File: src/rtl/wb_bridge_pkg.sv
// Shared types and constants for the Wishbone timeout bridge.
// Holds the FSM state encoding, the default error word and the timeout-counter width.
package wb_bridge_pkg;

    typedef enum logic [1:0] {
        IDLE = 2'd0,
        BUSY = 2'd1,
        RESP = 2'd2
    } state_t;

    localparam logic [31:0] ERR_DATA_DEFAULT = 32'hDEAD_BEEF;
    localparam int          TO_COUNT_W       = 8;

endpackage

File: src/rtl/wb_timeout_timer.sv
// Per-transfer cycle counter: cleared while idle, counts while busy.
// expire is combinational and high on the last allowed busy cycle.
module wb_timeout_timer #(
    parameter int TIMEOUT_CYCLES = 255
) (
    input  logic clk,
    input  logic rst_n,
    input  logic clr,
    input  logic en,
    output logic expire
);

    localparam int             TW   = $clog2(TIMEOUT_CYCLES + 1);
    localparam logic [TW-1:0] LAST = TW'(TIMEOUT_CYCLES - 1);

    logic [TW-1:0] cnt;

    always_ff @(posedge clk or negedge rst_n) begin
        if (!rst_n) begin
            cnt <= '0;
        end else if (clr) begin
            cnt <= '0;
        end else if (en && !expire) begin
            cnt <= cnt + TW'(1);
        end
    end

    assign expire = (cnt == LAST);

endmodule

File: src/rtl/wb_timeout_bridge.sv
// Registered Wishbone bridge that answers hung slaves with ERR_DATA/err after TIMEOUT_CYCLES.
// 3-cycle zero-wait round trip; upstream stalls until ack. Sticky irq only with WB_TIMEOUT_IRQ_EN.
module wb_timeout_bridge
    import wb_bridge_pkg::*;
#(
    parameter int          TIMEOUT_CYCLES = 255,
    parameter logic [31:0] ERR_DATA       = ERR_DATA_DEFAULT,
    parameter int          ADDR_WIDTH     = 32,
    parameter int          DATA_WIDTH     = 32
) (
    input  logic                    clk,
    input  logic                    rst_n,
    input  logic                    m_wb_cyc_i,
    input  logic                    m_wb_stb_i,
    input  logic                    m_wb_we_i,
    input  logic [ADDR_WIDTH-1:0]   m_wb_adr_i,
    input  logic [DATA_WIDTH-1:0]   m_wb_dat_i,
    input  logic [DATA_WIDTH/8-1:0] m_wb_sel_i,
    output logic [DATA_WIDTH-1:0]   m_wb_dat_o,
    output logic                    m_wb_ack_o,
    output logic                    m_wb_err_o,
    output logic                    s_wb_cyc_o,
    output logic                    s_wb_stb_o,
    output logic                    s_wb_we_o,
    output logic [ADDR_WIDTH-1:0]   s_wb_adr_o,
    output logic [DATA_WIDTH-1:0]   s_wb_dat_o,
    output logic [DATA_WIDTH/8-1:0] s_wb_sel_o,
    input  logic [DATA_WIDTH-1:0]   s_wb_dat_i,
    input  logic                    s_wb_ack_i,
    input  logic                    s_wb_err_i,
    output logic [TO_COUNT_W-1:0]   to_count_o
`ifdef WB_TIMEOUT_IRQ_EN
    ,
    output logic                    irq_o,
    input  logic                    irq_clr_i
`endif
);

    localparam logic [DATA_WIDTH-1:0] ERR_WORD = DATA_WIDTH'(ERR_DATA);

    state_t                    state, state_nxt;
    logic [ADDR_WIDTH-1:0]     adr_q;
    logic [DATA_WIDTH-1:0]     wdat_q, rdat_q;
    logic [DATA_WIDTH/8-1:0]   sel_q;
    logic                      we_q, err_q;
    logic                      expire, timeout_evt;
    logic [TO_COUNT_W-1:0]     to_cnt_q;

    wb_timeout_timer #(
        .TIMEOUT_CYCLES(TIMEOUT_CYCLES)
    ) u_timer (
        .clk    (clk),
        .rst_n  (rst_n),
        .clr    (state == IDLE),
        .en     (state == BUSY),
        .expire (expire)
    );

    always_ff @(posedge clk or negedge rst_n) begin
        if (!rst_n) state <= IDLE;
        else        state <= state_nxt;
    end

    // Abort beats ack beats err beats timeout.
    always_comb begin
        state_nxt = state;
        case (state)
            IDLE: if (m_wb_cyc_i && m_wb_stb_i) state_nxt = BUSY;
            BUSY: begin
                if (!m_wb_cyc_i)                           state_nxt = IDLE;
                else if (s_wb_ack_i || s_wb_err_i || expire) state_nxt = RESP;
            end
            RESP:    state_nxt = IDLE;
            default: state_nxt = IDLE;
        endcase
    end

    always_comb begin
        s_wb_cyc_o = 1'b0;
        s_wb_stb_o = 1'b0;
        m_wb_ack_o = 1'b0;
        m_wb_err_o = 1'b0;
        case (state)
            BUSY: begin
                s_wb_cyc_o = 1'b1;
                s_wb_stb_o = 1'b1;
            end
            RESP: begin
                m_wb_ack_o = 1'b1;
                m_wb_err_o = err_q;
            end
            default: ;
        endcase
    end

    assign timeout_evt = (state == BUSY) && m_wb_cyc_i && !s_wb_ack_i && !s_wb_err_i && expire;

    always_ff @(posedge clk or negedge rst_n) begin
        if (!rst_n) begin
            adr_q  <= '0;
            wdat_q <= '0;
            sel_q  <= '0;
            we_q   <= 1'b0;
        end else if (state == IDLE && m_wb_cyc_i && m_wb_stb_i) begin
            adr_q  <= m_wb_adr_i;
            wdat_q <= m_wb_dat_i;
            sel_q  <= m_wb_sel_i;
            we_q   <= m_wb_we_i;
        end
    end

    // Read data register doubles as the upstream return path and holds between responses.
    always_ff @(posedge clk or negedge rst_n) begin
        if (!rst_n) begin
            rdat_q <= '0;
            err_q  <= 1'b0;
        end else if (state == BUSY && m_wb_cyc_i) begin
            if (s_wb_ack_i) begin
                err_q <= 1'b0;
                if (!we_q) rdat_q <= s_wb_dat_i;
            end else if (s_wb_err_i || expire) begin
                err_q  <= 1'b1;
                rdat_q <= ERR_WORD;
            end
        end
    end

    always_ff @(posedge clk or negedge rst_n) begin
        if (!rst_n) begin
            to_cnt_q <= '0;
        end else if (timeout_evt && (to_cnt_q != '1)) begin
            to_cnt_q <= to_cnt_q + TO_COUNT_W'(1);
        end
    end

`ifdef WB_TIMEOUT_IRQ_EN
    logic irq_q;

    always_ff @(posedge clk or negedge rst_n) begin
        if (!rst_n)           irq_q <= 1'b0;
        else if (timeout_evt) irq_q <= 1'b1;
        else if (irq_clr_i)   irq_q <= 1'b0;
    end

    assign irq_o = irq_q;
`endif

    assign s_wb_we_o  = we_q;
    assign s_wb_adr_o = adr_q;
    assign s_wb_dat_o = wdat_q;
    assign s_wb_sel_o = sel_q;
    assign m_wb_dat_o = rdat_q;
    assign to_count_o = to_cnt_q;

endmodule

File: config.mk
export PLATFORM = sky130hd
export DESIGN_NAME = wb_timeout_bridge
export DESIGN_NICKNAME = d
export VERILOG_FILES = /design/src/rtl/wb_bridge_pkg.sv /design/src/rtl/wb_timeout_timer.sv /design/src/rtl/wb_timeout_bridge.sv
export SDC_FILE = /design/constraint.sdc
export NUM_CORES = 1
export LEC_CHECK = 0
export ABC_CLOCK_PERIOD_IN_PS = 2130
export BUFFER_PORTS_ARGS = -buffer_cell sky130_fd_sc_hd__buf_2
export CAP_MARGIN = 20
export CORE_MARGIN = 5
export CORE_UTILIZATION = 48
export CTS_BUF_LIST = sky130_fd_sc_hd__clkbuf_2 sky130_fd_sc_hd__clkbuf_4 sky130_fd_sc_hd__clkbuf_8
export CTS_CLUSTER_SIZE = 30
export DETAILED_ROUTE_END_ITERATION = 12
export MAX_ROUTING_LAYER = met4
export PLACE_DENSITY = 0.82
export SLEW_MARGIN = 15
export SYNTH_ARGS = -nofsm -noshare
export SYNTH_HDL_FRONTEND = slang
export SYNTH_SLANG_ARGS = --single-unit
File: constraint.sdc
create_clock -name clk -period 2.13 [get_ports clk]
set_input_delay 0.213 -clock clk [delete_from_list [all_inputs] [get_ports clk]]
set_output_delay 0.213 -clock clk [all_outputs]
set_load 0.05 [all_outputs]
# --- Word-level counts from Yosys, hierarchy flattened ---
# Index checks and enable logic that the tools add are counted.
word_totals:
  out_inout_bits: 113
  inputBits: 107
  wordCells: 53
  regBits: 120
classes:
  n_addsub: 2
  n_mux: 14
  n_eq_ne: 7
  n_reduce_logical: 21
ops:
  columns: ["operator", "count"]
  rows:
  - ["$mux W32", 3]
  - ["$add A8 B1 Y8 const B", 2]
  - ["$mux W8", 2]
  - ["$logic_and A1 B1 Y1", 9]
  - ["$eq A8 B8 Y1 const B", 1]
  - ["$ne A8 B8 Y1 const B", 1]
  - ["$mux W2", 3]
  - ["$mux W1", 5]
  - ["$ne A2 B2 Y1 const B", 2]
  - ["$pmux W2 S2", 1]
  - ["$reduce_and A2 Y1", 2]
  - ["$reduce_bool A2 Y1", 2]
  - ["$logic_not A1 Y1", 3]
  - ["$logic_or A1 B1 Y1", 3]
  - ["$ne A3 B3 Y1 const B", 1]
  - ["$reduce_and A3 Y1", 1]
  - ["$eq A2 B1 Y1 const B", 1]
  - ["$eq A2 B2 Y1 const B", 1]
  - ["$logic_not A2 Y1", 1]

# --- Longest topological paths before layout ---
# Gate-level depths: netlist of run 1.
depth:
  depth_word: 6
  depth_mapped: 8
  ltp_nobuf: 6

# --- Hierarchy ---
# A second synthesis of run 1 with hierarchy kept.
unflattened:
  cells_unflattened: 400
  hier_area_um2: 4993.5
by_module_without_submodules:
  columns: ["mod", "n_inst", "area_per_inst_um2", "cells_per_inst"]
  rows:
  - ["wb_timeout_bridge", 1, 4474.3, 346]
  - ["wb_timeout_timer", 1, 519.2, 54]

# --- Least setup slack after synthesis of run 1 ---
# No wires, ideal clock.
synth_path:
  path_type: "reg-to-reg"
  from: "register state[1]"
  to: "register u_timer.cnt[6]"
  setup_time_ns: 0.124
  path_stages_with_launch: 5
  path_slack_ns: 0.049
  arrival_time_ns: 1.957
  period_less_slack_ns: 2.081
  path_cell_list: "dfrtp_1 -> nor2b_1 -> o21ai_1 -> or3_1 -> mux2i_1"
synth_between:
  elab_chain_cells: 3
  elab_cells_between_ends: 5
synth_rtl:
  columns: ["item", "line", "text"]
  rows:
  - ["start: declaration", "wb_timeout_bridge.sv:41", "state_t state, state_nxt;"]
  - ["start signal: assignment", "wb_timeout_bridge.sv:61", "else state <= state_nxt;"]
  - ["$eq A2 B1 Y1", "wb_timeout_bridge.sv:55", ".en (state == BUSY),"]
  - ["$logic_and A1 B1 Y1", "wb_timeout_timer.sv:23", "end else if (en && !expire) begin"]
  - ["$reduce_bool A2 Y1 (no line)", null, null]
  - ["end signal: assignment", "wb_timeout_timer.sv:24", "cnt <= cnt + TW'(1);"]
  - ["end: declaration", "wb_timeout_timer.sv:16", "logic [TW-1:0] cnt;"]
# Several ways; a longest one is shown, not always the timed one.
# A chain may end at the register's enable or synchronous reset.

# --- Final worst setup path of run 1 ---
layout_path:
  from: "register u_timer.cnt[0]"
  to: "register to_cnt_q[6] (netlist: to_count_o[6])"
layout_between:
  elab_chain_cells: 3
layout_rtl:
  columns: ["item", "line", "text"]
  rows:
  - ["$eq A8 B8 Y1", "wb_timeout_timer.sv:28", "assign expire = (cnt == LAST);"]
  - ["$logic_and A1 B1 Y1", "wb_timeout_bridge.sv:96", "assign timeout_evt = (state == BUSY) && m_wb_cyc_i && !s_wb_ack_i && !s_wb_err_i && expire;"]
  - ["$logic_and A1 B1 Y1", "wb_timeout_bridge.sv:131", "end else if (timeout_evt && (to_cnt_q != '1)) begin"]
  - ["end signal: assignment", "wb_timeout_bridge.sv:132", "to_cnt_q <= to_cnt_q + TO_COUNT_W'(1);"]
  - ["end: declaration", "wb_timeout_bridge.sv:47", "logic [TO_COUNT_W-1:0] to_cnt_q;"]
# No other way between the ends.

==> results of run 1 <==
-- critical path, cell delays in order, from the launching register on --
cell and delay, ps:
dfrtp_1 420, inv_1 70, ha_1 140, nand3_1 120, nand4bb_2 420, nor3_1 280
mux2_1 340
-- cells by family after synthesis --
family	after synthesis
AND/OR/NAND/NOR	49
buffers and inverters	19
flip-flops	120
XOR/XNOR	5
AO/OA/AOI/OAI	39
multiplexers	78
adder cells (fa/ha/maj)	3
-- state kept, by name, indices dropped and copies added, names as in the netlist --
name,cells
state,2
to_count_o,8
s_wb_sel_o,4
m_wb_dat_o,32
s_wb_dat_o,32
s_wb_we_o,1
u_timer.cnt,8
s_wb_adr_o,32
err_q,1
-- cell usage in the layout (no fill, tap or decap), drive strengths merged, types with 4 or more instances in the layout --
| master | synthesis | layout |
|---|---|---|
| a22o | 8 | 8 |
| buf | 13 | 231 |
| bufinv | 0 | 5 |
| clkbuf | 2 | 19 |
| dfrtp | 120 | 120 |
| dlygate4sd3 | 0 | 65 |
| inv | 4 | 6 |
| mux2 | 71 | 71 |
| mux2i | 7 | 7 |
| nand2 | 15 | 15 |
| nand3 | 6 | 6 |
| nand4 | 4 | 4 |
| nor2 | 4 | 4 |
| o21ai | 4 | 4 |
| o22a | 24 | 24 |
| xor2 | 5 | 5 |
-- layer usage --
layer / routed length, µm / up-vias
met1: 5140 / 1893
met5: 0 / -
met3: 947 / 30
met2: 7470 / 182
met4: 345 / 0
li1: - / 1744
-- cell type report --
cell class | count | area [µm²]
flip-flops and latches | 120 | 3000
fillers | 630 | 2490
repair buffers | 296 | 1900
multi-input cells | 174 | 1580
clock buffers | 19 | 262
clock inverters | 13 | 216
well taps | 133 | 166
inverters | 4 | 15.0
-- per-stage QoR --
stage,instances,instance area [µm²],hold slack (ps),setup slack (ps)
floorplan,313,4680,-82.6,48.9
global placement,662,6010,248,206
detailed placement,662,6010,255,146
CTS,751,7060,0.384,130
global route,759,7150,0.0161,85.9
finish,759,7150,26.3,236
-- final timing paths --
check	startpoint	cells past startpoint	slack, ps	endpoint
worst max-delay path	u_timer.cnt[0]	6	240	to_count_o[6]
worst min-delay path	m_wb_sel_i[1]	2	30	s_wb_sel_o[1]
worst max register to register	u_timer.cnt[0]	6	240	to_count_o[6]
worst min register to register	u_timer.cnt[7]	1	480	u_timer.cnt[7]
max in group asynchronous	rst_n	3	1000	s_wb_adr_o[13]
min in group asynchronous	rst_n	2	380	m_wb_dat_o[26]
-- power groups by stage --
stage | combinational (W) | clock (W) | sequential (W)
floorplan | 0.000458 | 0 | 0.00463
finish | 0.00301 | 0.00243 | 0.00302
global route | 0.00312 | 0.00259 | 0.00306
detailed placement | 0.00290 | 0 | 0.00302
global placement | 0.00286 | 0 | 0.00299
CTS | 0.00298 | 0.00247 | 0.00299
-- repair_timing --
action	in CTS	in global routing
gates resized for setup	0	1
hold buffers	57	8
endpoints found under the hold margin	100	8
endpoints found under the setup margin	0	1
==> results.sh, run 1 <==
export IMPL_status="finished, final reports clean"
export IMPL_slew_headroom_pct=61.3
export IMPL_worstSetupEndpointType="flop"
export IMPL_dieWidth_um=109
export IMPL_cts_clk_slew_worst_paths_ps=80
export IMPL_synthCells=313
export IMPL_synth_top_cell_by_area="dfrtp_1"
export IMPL_setup_tns_final_ps=0
export IMPL_synth_cell_types=37
export IMPL_h_tree_depth=4
export IMPL_syn_area_per_cell_um2=15.0
export IMPL_drt_pass1_iter_count=4
export IMPL_initial_core_util_pct=48.6
export IMPL_fmax_ghz=0.528
export IMPL_synthAdderAreaFrac_pct=0.801
export IMPL_drt_initial_drc_count=108
export IMPL_synthSimpleGateAreaFrac_pct=6.46
export IMPL_seq_power_share_pct=35.7
export IMPL_cp_start_kind="flop"
export IMPL_cts_buffer_depth=2
export IMPL_synth_top_family_by_area="multiplexers"
export IMPL_clock_skew_ps=12.6
export IMPL_ios=220
export IMPL_layout_nets=723
export IMPL_ys_ff_latch=120
export IMPL_grt_pass1_wl_um=20800
export IMPL_slew_viol_final=0
export IMPL_final_setup_viol_count=0
export IMPL_crit_path_max_fanout=8
export IMPL_crit_required_ps=2430
export IMPL_min_path_type="in2reg"
export IMPL_min_period_over_period_pct=88.9
export IMPL_rsz0062_at_grt="false"
export IMPL_worstSetupPathType="reg2reg"
export IMPL_worst_pin_slew_ps=581
export IMPL_die_area_um2=11800
export IMPL_grt_busiest_layer="met2"
export IMPL_leakagePower_nw=3.52
export IMPL_synth_seq_area_share_pct=64.1
export IMPL_grt_pass1_vias=4070
export IMPL_finalHoldViolations=0
export IMPL_period_minus_slack_ps=1890
export IMPL_dp_hpwl_um=9150
export IMPL_powerDensity_nw_per_um2=1180
export IMPL_met1_usage_pct=26.6
export IMPL_wl_per_cell_um=18.3
export IMPL_p_int_w=0.00502
export IMPL_wirelength_um=13900
export IMPL_synth_top_area_share_pct=64.1
export IMPL_synth_edf_count=0
export IMPL_switching_power_w=0.00344
export IMPL_cap_viol_max_count=0
export IMPL_cts_tree="done"
export IMPL_synth_most_common_cell="dfrtp_1"
export IMPL_clockPowerShare_pct=28.7
export IMPL_grt_max_degree=63
export IMPL_root_buffer="clkbuf_8"
export IMPL_synth_xor_area_share_pct=0.935
export IMPL_antenna_found_initial=0
export IMPL_fin_util_pct=74.1
export IMPL_combPwrFrac_pct=35.6
export IMPL_globalRouteTotalUtil_pct=23.9
export IMPL_switching_share_pct=40.7
export IMPL_drive_gt1_share_pct=43.3
export IMPL_grt_use_met2_pct=40.8
export IMPL_syn_area_um2=4680
export IMPL_cp_arrival_ps=2190
export IMPL_yosys_most_used_dff="dfrtp_1"
export IMPL_cts_inserted_buffers=17
export IMPL_async_reset_ff_share_pct=100
export IMPL_clk_latency_ps=420
export IMPL_cts_sinks=120
export IMPL_diodes=0
export IMPL_syn_num_nets=423
export IMPL_vias=3849
export IMPL_synth_area_leaders="dfrtp_1 (64%), mux2_1 (17%), o22a_1 (4.5%), a22o_1 (1.5%), mux2i_1 (1.5%)"
export IMPL_core_um2=9640
export IMPL_gp_routability_congestion=0.783
export IMPL_peakVddDrop_mv=0.718
export IMPL_synth_compound_area_share_pct=6.92
export IMPL_yosys_warnings=0
export IMPL_synthMuxAreaShare_pct=18.6
export IMPL_area_growth_pct=52.6
export IMPL_portBuffers=219
export IMPL_grt_ovfl_total=0
export IMPL_num_rows=36
export IMPL_netlist_top_cells_count="dfrtp_1 (120), mux2_1 (71), o22a_1 (24)"
export IMPL_power_total_w=0.00845
export IMPL_cts_setup_buffers=0
export IMPL_drtAntennaViolNets=0
export IMPL_drc_errors=0
export IMPL_viasPerCell=5.07
export IMPL_die_y_um=109
export IMPL_use_met3_pct=7.10
Power figures use the tool's default switching activity.
==> run 2: changes to the inputs <==
--- a/config.mk
+++ b/config.mk
@@ -5,9 +5,10 @@
 export SDC_FILE = /design/constraint.sdc
 export NUM_CORES = 1
 export LEC_CHECK = 0
-export ABC_CLOCK_PERIOD_IN_PS = 2130
+export ABC_CLOCK_PERIOD_IN_PS = 1900
 export BUFFER_PORTS_ARGS = -buffer_cell sky130_fd_sc_hd__buf_2
 export CAP_MARGIN = 20
+export CORE_ASPECT_RATIO = 0.6
 export CORE_MARGIN = 5
 export CORE_UTILIZATION = 48
 export CTS_BUF_LIST = sky130_fd_sc_hd__clkbuf_2 sky130_fd_sc_hd__clkbuf_4 sky130_fd_sc_hd__clkbuf_8
==> constraint.sdc (replaced) <==
create_clock -name clk -period 1.9 [get_ports clk]
set_input_delay 0.19 -clock clk [delete_from_list [all_inputs] [get_ports clk]]
set_output_delay 0.19 -clock clk [all_outputs]
set_load 0.05 [all_outputs]
==> results.sh, run 2 (synthesized netlist as in run 1, its figures left out) <==
export IMPL_cts_inserted_buffers=17
export IMPL_worstSetupEndpointType="flop"
export IMPL_grt_use_met2_pct=42.7
export IMPL_die_y_um=86.5
export IMPL_setup_tns_final_ps=0
export IMPL_num_rows=27
export IMPL_fin_util_pct=79.8
export IMPL_status="finished, final reports clean"
export IMPL_drt_initial_drc_count=174
export IMPL_grt_busiest_layer="met2"
export IMPL_vias=3982
export IMPL_grt_max_degree=64
export IMPL_grt_pass1_wl_um=23000
export IMPL_diodes=0
export IMPL_drt_pass1_iter_count=4
export IMPL_die_area_um2=11900
export IMPL_n_fill_cell=545
export IMPL_dieWidth_um=138
export IMPL_cp_arrival_ps=2110
export IMPL_cts_sinks=120
export IMPL_fmax_ghz=0.553
export IMPL_cts_buffer_depth=2
export IMPL_use_met3_pct=8.00
export IMPL_wl_per_cell_um=19.0
export IMPL_crit_required_ps=2200
export IMPL_dp_hpwl_um=9020
export IMPL_crit_path_max_fanout=8
export IMPL_core_um2=9360
export IMPL_cts_tree="done"
export IMPL_cap_viol_max_count=0
export IMPL_period_minus_slack_ps=1810
export IMPL_pre_cts_slack_ps=75.3
export IMPL_final_cell_mix="buf_2 (218), dfrtp_1 (118), dlygate4sd3_1 (101), mux2_1 (71), o22a_1 (24)"
export IMPL_final_setup_viol_count=0
export IMPL_cp_start_kind="flop"
export IMPL_min_path_type="in2reg"
export IMPL_portBuffers=219
export IMPL_rsz0062_at_grt="false"
export IMPL_clock_skew_ps=19.6
export IMPL_cts_setup_buffers=0
export IMPL_slew_headroom_pct=65.2
export IMPL_worstSetupPathType="reg2reg"
export IMPL_drc_errors=0
export IMPL_antenna_found_initial=0
export IMPL_powerDensity_nw_per_um2=1270
export IMPL_min_period_over_period_pct=95.2
export IMPL_grt_ovfl_total=0
export IMPL_ios=220
export IMPL_root_buffer="clkbuf_8"
export IMPL_grt_pass1_vias=4323
export IMPL_worst_slack_ps=90.9
export IMPL_viasPerCell=5.05
export IMPL_finalHoldViolations=0
export IMPL_layout_nets=756
export IMPL_h_tree_depth=4
export IMPL_slew_viol_final=0
export IMPL_initial_core_util_pct=50.1
export IMPL_met1_usage_pct=31.0
export IMPL_clk_latency_ps=420
export IMPL_wirelength_um=15000
export IMPL_cts_clk_slew_worst_paths_ps=70
export IMPL_leakagePower_nw=3.63
export IMPL_final_common_cell="buf_2"
export IMPL_globalRouteTotalUtil_pct=26.4
export IMPL_gp_routability_congestion=0.770
export IMPL_drtAntennaViolNets=0
export IMPL_peakVddDrop_mv=0.991
export IMPL_worst_pin_slew_ps=520
export IMPL_area_growth_pct=59.3
export IMPL_drive_gt1_share_pct=41.7
## run 2: where the power goes
group	switching, W	total (W)	internal (W)
sequential	0.000304	0.00338	0.00308
clock	0.00103	0.00268	0.00165
combinational	0.00250	0.00344	0.000936
## run 2: area by class of cell
class / instances / area [µm²] / area share, %
Clock buffer: 20 / 269 / 3.60
Sequential cell: 120 / 3010 / 40.3
Tap cell: 130 / 163 / 2.18
Multi-Input combinational cell: 174 / 1600 / 21.5
Clock inverter: 12 / 196 / 2.63
Timing Repair Buffer: 329 / 2210 / 29.7
Inverter: 4 / 15.0 / 0.201
## run 2: critical path, stage by stage, from the launching register on
cell and delay (ps):
dfrtp_1 420, inv_1 70, ha_1 160, nand3_2 120
nand4bb_1 210, buf_4 190, nor3_2 200, mux2_1 330
## run 2: what timing repair did
item                                    4_1_cts  5_1_grt
endpoints found under the setup margin        0       11
endpoints found under the hold margin       127        1
hold buffers                                100        1
resized for setup                             0        5
## run 2: worst paths after layout
path / from / end / slack [ps] / cells after the start
setup / recovery: u_timer.cnt[0] / to_count_o[6] / 90 / 7
hold / removal: m_wb_dat_i[2] / s_wb_dat_o[2] / 30 / 2
setup reg to reg: u_timer.cnt[0] / to_count_o[6] / 90 / 7
hold reg to reg: s_wb_dat_o[26] / s_wb_dat_o[26] / 480 / 1
max in group asynchronous: rst_n / s_wb_dat_o[26] / 950 / 3
min in group asynchronous: rst_n / m_wb_dat_o[7] / 250 / 2
## run 2: per-stage QoR
stage               instance area [µm²]  power [W]  hold WS (ps)  cells
detailed placement                 5970    0.00662           163    656
floorplan                          4690    0.00571          -106    313
global route                       7460    0.00989          11.1    789
global placement                   5970    0.00654           152    656
CTS                                7430    0.00945          5.97    788
finish                             7460    0.00950          27.8    789
## run 2: metal layers
layer / wire, µm / up-vias
met2: 7370 / 178
met3: 1170 / 34
met4: 425 / 0
met1: 5990 / 1976
li1: - / 1794
met5: 0 / -
